File: config.mk
export PLATFORM = sky130hd
export DESIGN_NAME = multibyte_add_sequencer
export DESIGN_NICKNAME = d
export VERILOG_FILES = /design/src/rtl/multibyte_add_sequencer.sv
export SDC_FILE = /design/constraint.sdc
export NUM_CORES = 1
export LEC_CHECK = 0
export BUFFER_PORTS_ARGS = -buffer_cell sky130_fd_sc_hd__clkbuf_2
export CAP_MARGIN = 20
export CORE_UTILIZATION = 35
export CTS_CLUSTER_SIZE = 20
export DETAILED_ROUTE_END_ITERATION = 8
export PLACE_DENSITY_LB_ADDON = 0.05
export SYNTH_ARGS = -nofsm -noshare
export SYNTH_HDL_FRONTEND = slang
export SYNTH_SLANG_ARGS = --single-unit
File: constraint.sdc
create_clock -name clk -period 7.6 [get_ports clk]
set_clock_uncertainty 0.15 [all_clocks]
set_input_delay 0.76 -clock clk [delete_from_list [all_inputs] [get_ports clk]]
set_output_delay 0.76 -clock clk [all_outputs]
set_load 0.1 [all_outputs]
File: src/rtl/multibyte_add_sequencer.sv
// Byte-serial multi-byte adder: one shared 8-bit ripple adder, LSB byte first, carry chained through a flop.
// Optional subtract mode is compiled in with `define MBA_SUB_EN (adds the sub port).

module ripple_carry_adder_8bit (
    input  logic [7:0] a,
    input  logic [7:0] b,
    input  logic       ci,
    output logic [7:0] s,
    output logic       co
);
    logic [8:0] c;

    assign c[0] = ci;
    for (genvar i = 0; i < 8; i++) begin : g_fa
        assign s[i]   = a[i] ^ b[i] ^ c[i];
        assign c[i+1] = (a[i] & b[i]) | (c[i] & (a[i] ^ b[i]));
    end
    assign co = c[8];
endmodule

module multibyte_add_sequencer #(
    parameter int NBYTES = 4
) (
    input  logic                  clk,
    input  logic                  rst_n,
    input  logic                  start,
    input  logic [8*NBYTES-1:0]   a,
    input  logic [8*NBYTES-1:0]   b,
    input  logic                  cin,
`ifdef MBA_SUB_EN
    input  logic                  sub,
`endif
    output logic [8*NBYTES-1:0]   sum,
    output logic                  cout,
    output logic                  busy,
    output logic                  done
);
    localparam int W  = 8 * NBYTES;
    localparam int IW = $clog2(NBYTES);
    localparam logic [IW-1:0] LAST = IW'(NBYTES - 1);

    typedef enum logic [1:0] {
        IDLE = 2'd0,
        RUN  = 2'd1,
        DONE = 2'd2
    } state_t;

    state_t          state, next_state;
    logic            accept;
    logic [W-1:0]    a_lat, b_lat;
    logic [IW-1:0]   idx;
    logic            carry;
    logic [7:0]      add_a, add_b, add_s;
    logic            add_co;
`ifdef MBA_SUB_EN
    logic            sub_lat;
`endif

    always_ff @(posedge clk) begin
        if (!rst_n) state <= IDLE;
        else        state <= next_state;
    end

    // start is honoured in DONE as well as IDLE so back-to-back ops lose no cycle
    always_comb begin
        next_state = state;
        accept     = 1'b0;
        case (state)
            IDLE: begin
                if (start) begin
                    accept     = 1'b1;
                    next_state = RUN;
                end
            end
            RUN: begin
                if (idx == LAST) next_state = DONE;
            end
            DONE: begin
                if (start) begin
                    accept     = 1'b1;
                    next_state = RUN;
                end else begin
                    next_state = IDLE;
                end
            end
            default: next_state = IDLE;
        endcase
    end

    assign busy = (state == RUN);
    assign done = (state == DONE);

    assign add_a = a_lat[8*idx +: 8];
`ifdef MBA_SUB_EN
    assign add_b = b_lat[8*idx +: 8] ^ {8{sub_lat}};
`else
    assign add_b = b_lat[8*idx +: 8];
`endif

    ripple_carry_adder_8bit u_adder (
        .a  (add_a),
        .b  (add_b),
        .ci (carry),
        .s  (add_s),
        .co (add_co)
    );

    always_ff @(posedge clk) begin
        if (!rst_n) begin
            a_lat <= '0;
            b_lat <= '0;
            idx   <= '0;
            carry <= 1'b0;
            sum   <= '0;
            cout  <= 1'b0;
`ifdef MBA_SUB_EN
            sub_lat <= 1'b0;
`endif
        end else if (accept) begin
            a_lat <= a;
            b_lat <= b;
            idx   <= '0;
`ifdef MBA_SUB_EN
            sub_lat <= sub;
            carry   <= sub ? 1'b1 : cin;
`else
            carry <= cin;
`endif
        end else if (state == RUN) begin
            sum[8*idx +: 8] <= add_s;
            carry           <= add_co;
            if (idx == LAST) begin
                cout <= add_co;
                idx  <= '0;
            end else begin
                idx <= idx + 1'b1;
            end
        end
    end
endmodule

==> impl_metrics.ini <==
[clocking]
cts_max_level = 3
cts_made_buffers = 9
cts-root-buf = clkbuf_16
cts.sink_count = 102
cts_tree = done
cts_resized = 0
clkLatencyLatePin_ns = 0.34
ctsHoldBuffers = 0
cts_buffer_depth = 2
clkTransAtPathRegs_ns = 0.06
post_cts_buffers = 0

[yosys]
synth_fp_nets = 523
avgSynthCellArea_um2 = 9.93
synth_common_cells = nand2_1 (143), dfxtp_1 (102), a21boi_0 (65)
synth_most_common_cell = nand2_1
mappedNetlistArea_mm2 = 0.00438
ys.flop_type = dfxtp_1
synth-seq-cells = 102
ys_warn_count = 0
synth.area.top_cells = dfxtp_1 (47%), nand2_1 (12%), a21boi_0 (11%)
synth_edf_count = 0
yosysTopAreaCellShare_pct = 46.6
ys_types = 30
synth_area_leader_cell = dfxtp_1
synth_cells = 441
yosysSeqAreaShare_pct = 46.6
synthArstFlopShare_pct = 0

[setup_path]
crit_slowest_cell = mux4_2
r2r-start = idx[0]$_SDFFE_PP0P_
critPathMostFrequentCell = fa_1
crit_path_max_incr_delay_ns = 0.56
crit_arrival_ns = 4.85
r2r_setup_slack_ns = 2.83
r2r-end = sum[7]$_SDFFE_PN0P_
path_class = reg -> reg
worstPathRequired_ns = 7.68
ff2ff_path_depth = 13
end_kind = flop
cp_max_fo = 23
path_cells = buf_4 > mux4_2 > inv_1 > fa_1 > fa_1 > inv_1 > fa_1 > fa_1 > fa_1 > fa_1 > fa_1 > fa_1 > a32o_1
startpoint_type = flop

[timing]
worst_slew_margin_rel_pct = 40.5
max_clock_freq_mhz = 209
fin_crit_sh_pct = 62.8
setup_tns_ns = 0
drv_slew = 0
hold_viol_final = 0
tightest_slew_ns = 0.892
rsz0062_at_grt = no
period_minus_slack_ns = 4.77
setup_violations = 0

[power]
powerDensity_mw_per_mm2 = 226
combPwrFrac_pct = 13.3
seq_power_share_pct = 47.7
p_int_mw = 0.891
peakVddDrop_mv = 0.136
p_sw_mw = 0.307
switching_share_pct = 25.6
power.leakage_nw = 2.14
clkPwrFrac_pct = 38.9

[global_route]
grt_max_degree = 100
grt_busiest_layer = met2
globalRouteOverflowTotal = 0
grt.met1_usage_pct = 22.1
grt_pass1_vias = 3339
grt_usage_pct = 17.7
grt_pass1_wl_mm = 17.4
grt_use_met3_pct = 3.61
grt_use_met2_pct = 30.6
antenna_found_initial = 0

[detailed_routing]
antenna_left = 0
initialDrtViolationCount = 207
vias = 3361
postRouteWirelength_mm = 10.7
first_pass_iters = 4
drc = 0
wire_per_inst_um = 15.3
viasPerCell = 4.80

[cells_and_area]
nets = 609
syn2layout_area_growth_pct = 21.3
drive_gt1_share_pct = 27.6
n_antenna_cell = 0
utilization_pct = 43.8

[hold_path]
min_to = a_lat[28]$_SDFFE_PN0P_
hold_start = a_lat[28]$_SDFFE_PN0P_
hp-class = reg -> reg
hold_depth = 2

[die]
die_area_mm2 = 0.0130
die-width_um = 114
rows = 40
design.portCount = 103
dieHeight_um = 114
start_util_pct = 36.2
core_area_mm2 = 0.0121

[placement]
place.gp.congestion = 0.777
port_buffers = 102
dp_hpwl_mm = 7.62

[job]
cap_violations = 0

[run_status]
outcome = complete, no violations
==> sequential cells by signal, summed over array words and instances, names as in the netlist <==
register / cells
carry: 1
cout: 1
a_lat: 32
sum: 32
idx: 2
b_lat: 32
state: 2
==> logic make-up after synthesis <==
group / count (synthesis) / share of synthesized area [%]
compound gates: 107 / 19.9
fa+ha+maj: 14 / 5.37
buf+inv: 44 / 4.37
flops: 102 / 46.6
mux: 16 / 8.23
simple gates: 158 / 15.5
==> critical path: cells and delay by family, from the launching register on <==
family	cells	cell delay (ns)
DFF	1	0.31
adders and majority gates	8	2.87
muxes	1	0.56
AOI/OAI and AO/OA	1	0.25
buffers and inverters	3	0.53
==> worst max path at each step <==
stage	from	to	slack, ns	depth (start not counted)
final	idx[0]$_SDFFE_PP0P_	sum[7]$_SDFFE_PN0P_	2.83	13
after global routing	idx[0]$_SDFFE_PP0P_	sum[31]$_SDFFE_PN0P_	2.59	14
after CTS	idx[0]$_SDFFE_PP0P_	sum[7]$_SDFFE_PN0P_	2.81	13
after detailed placement	idx[0]$_SDFFE_PP0P_	sum[15]$_SDFFE_PN0P_	2.81	13
after global placement	idx[0]$_SDFFE_PP0P_	sum[15]$_SDFFE_PN0P_	2.93	13
after floorplan	idx[0]$_SDFFE_PP0P_	sum[15]$_SDFFE_PN0P_	3.07	13
==> cell usage in the layout (no fill, tap or decap), drive strengths merged <==
| cell type | instances |
|---|---|
| nand2 | 143 |
| clkbuf | 115 |
| dfxtp | 102 |
| a21boi | 69 |
| a32o | 18 |
| mux4 | 16 |
| inv | 12 |
| fa | 8 |
| o2bb2ai | 7 |
| a22o | 6 |
| ha | 6 |
| buf | 5 |
| nor2b | 3 |
| nor4 | 3 |
| o21ai | 3 |
| nand2b | 3 |
| nand3 | 2 |
| a21oi | 2 |
| and2b | 1 |
| or4 | 1 |
| a2bb2o | 1 |
| and3 | 1 |
| a31oi | 1 |
| and2 | 1 |
| clkinv | 1 |
| clkinvlp | 1 |
| bufinv | 1 |
==> power by group through the flow <==
stage	Sequential (mW)	Clock, mW	Combinational, mW
after floorplan	0.596	0	0.0960
after global placement	0.585	0	0.161
after detailed placement	0.585	0	0.163
after CTS	0.572	0.479	0.163
after global routing	0.575	0.503	0.178
final	0.572	0.466	0.160
==> final cells by class <==
type | count | area (um2)
inverter | 12 | 45.0
clock buffer | 13 | 260
multi-input combinational | 295 | 2150
clock inverter | 3 | 42.5
tap | 168 | 210
fill | 1273 | 6800
sequential | 102 | 2040
timing repair buffer | 107 | 561
==> metal layers <==
layer,up-vias,share of wire (%)
met5,-,0
met4,0,1.2
met3,10,3.7
met2,79,49
met1,1589,46
li1,1683,-
==> through the flow <==
stage | std cells | power (mW) | setup WS (ns) | hold WS, ns | area (um2)
final | 700 | 1.20 | 2.83 | 0.314 | 5310
after global routing | 700 | 1.26 | 2.59 | 0.333 | 5310
after detailed placement | 683 | 0.748 | 2.81 | 0.305 | 4990
after global placement | 683 | 0.745 | 2.93 | 0.298 | 4990
after floorplan | 441 | 0.692 | 3.07 | 0.290 | 4380
after CTS | 699 | 1.21 | 2.81 | 0.317 | 5290
(Power assumes the default switching activity.)
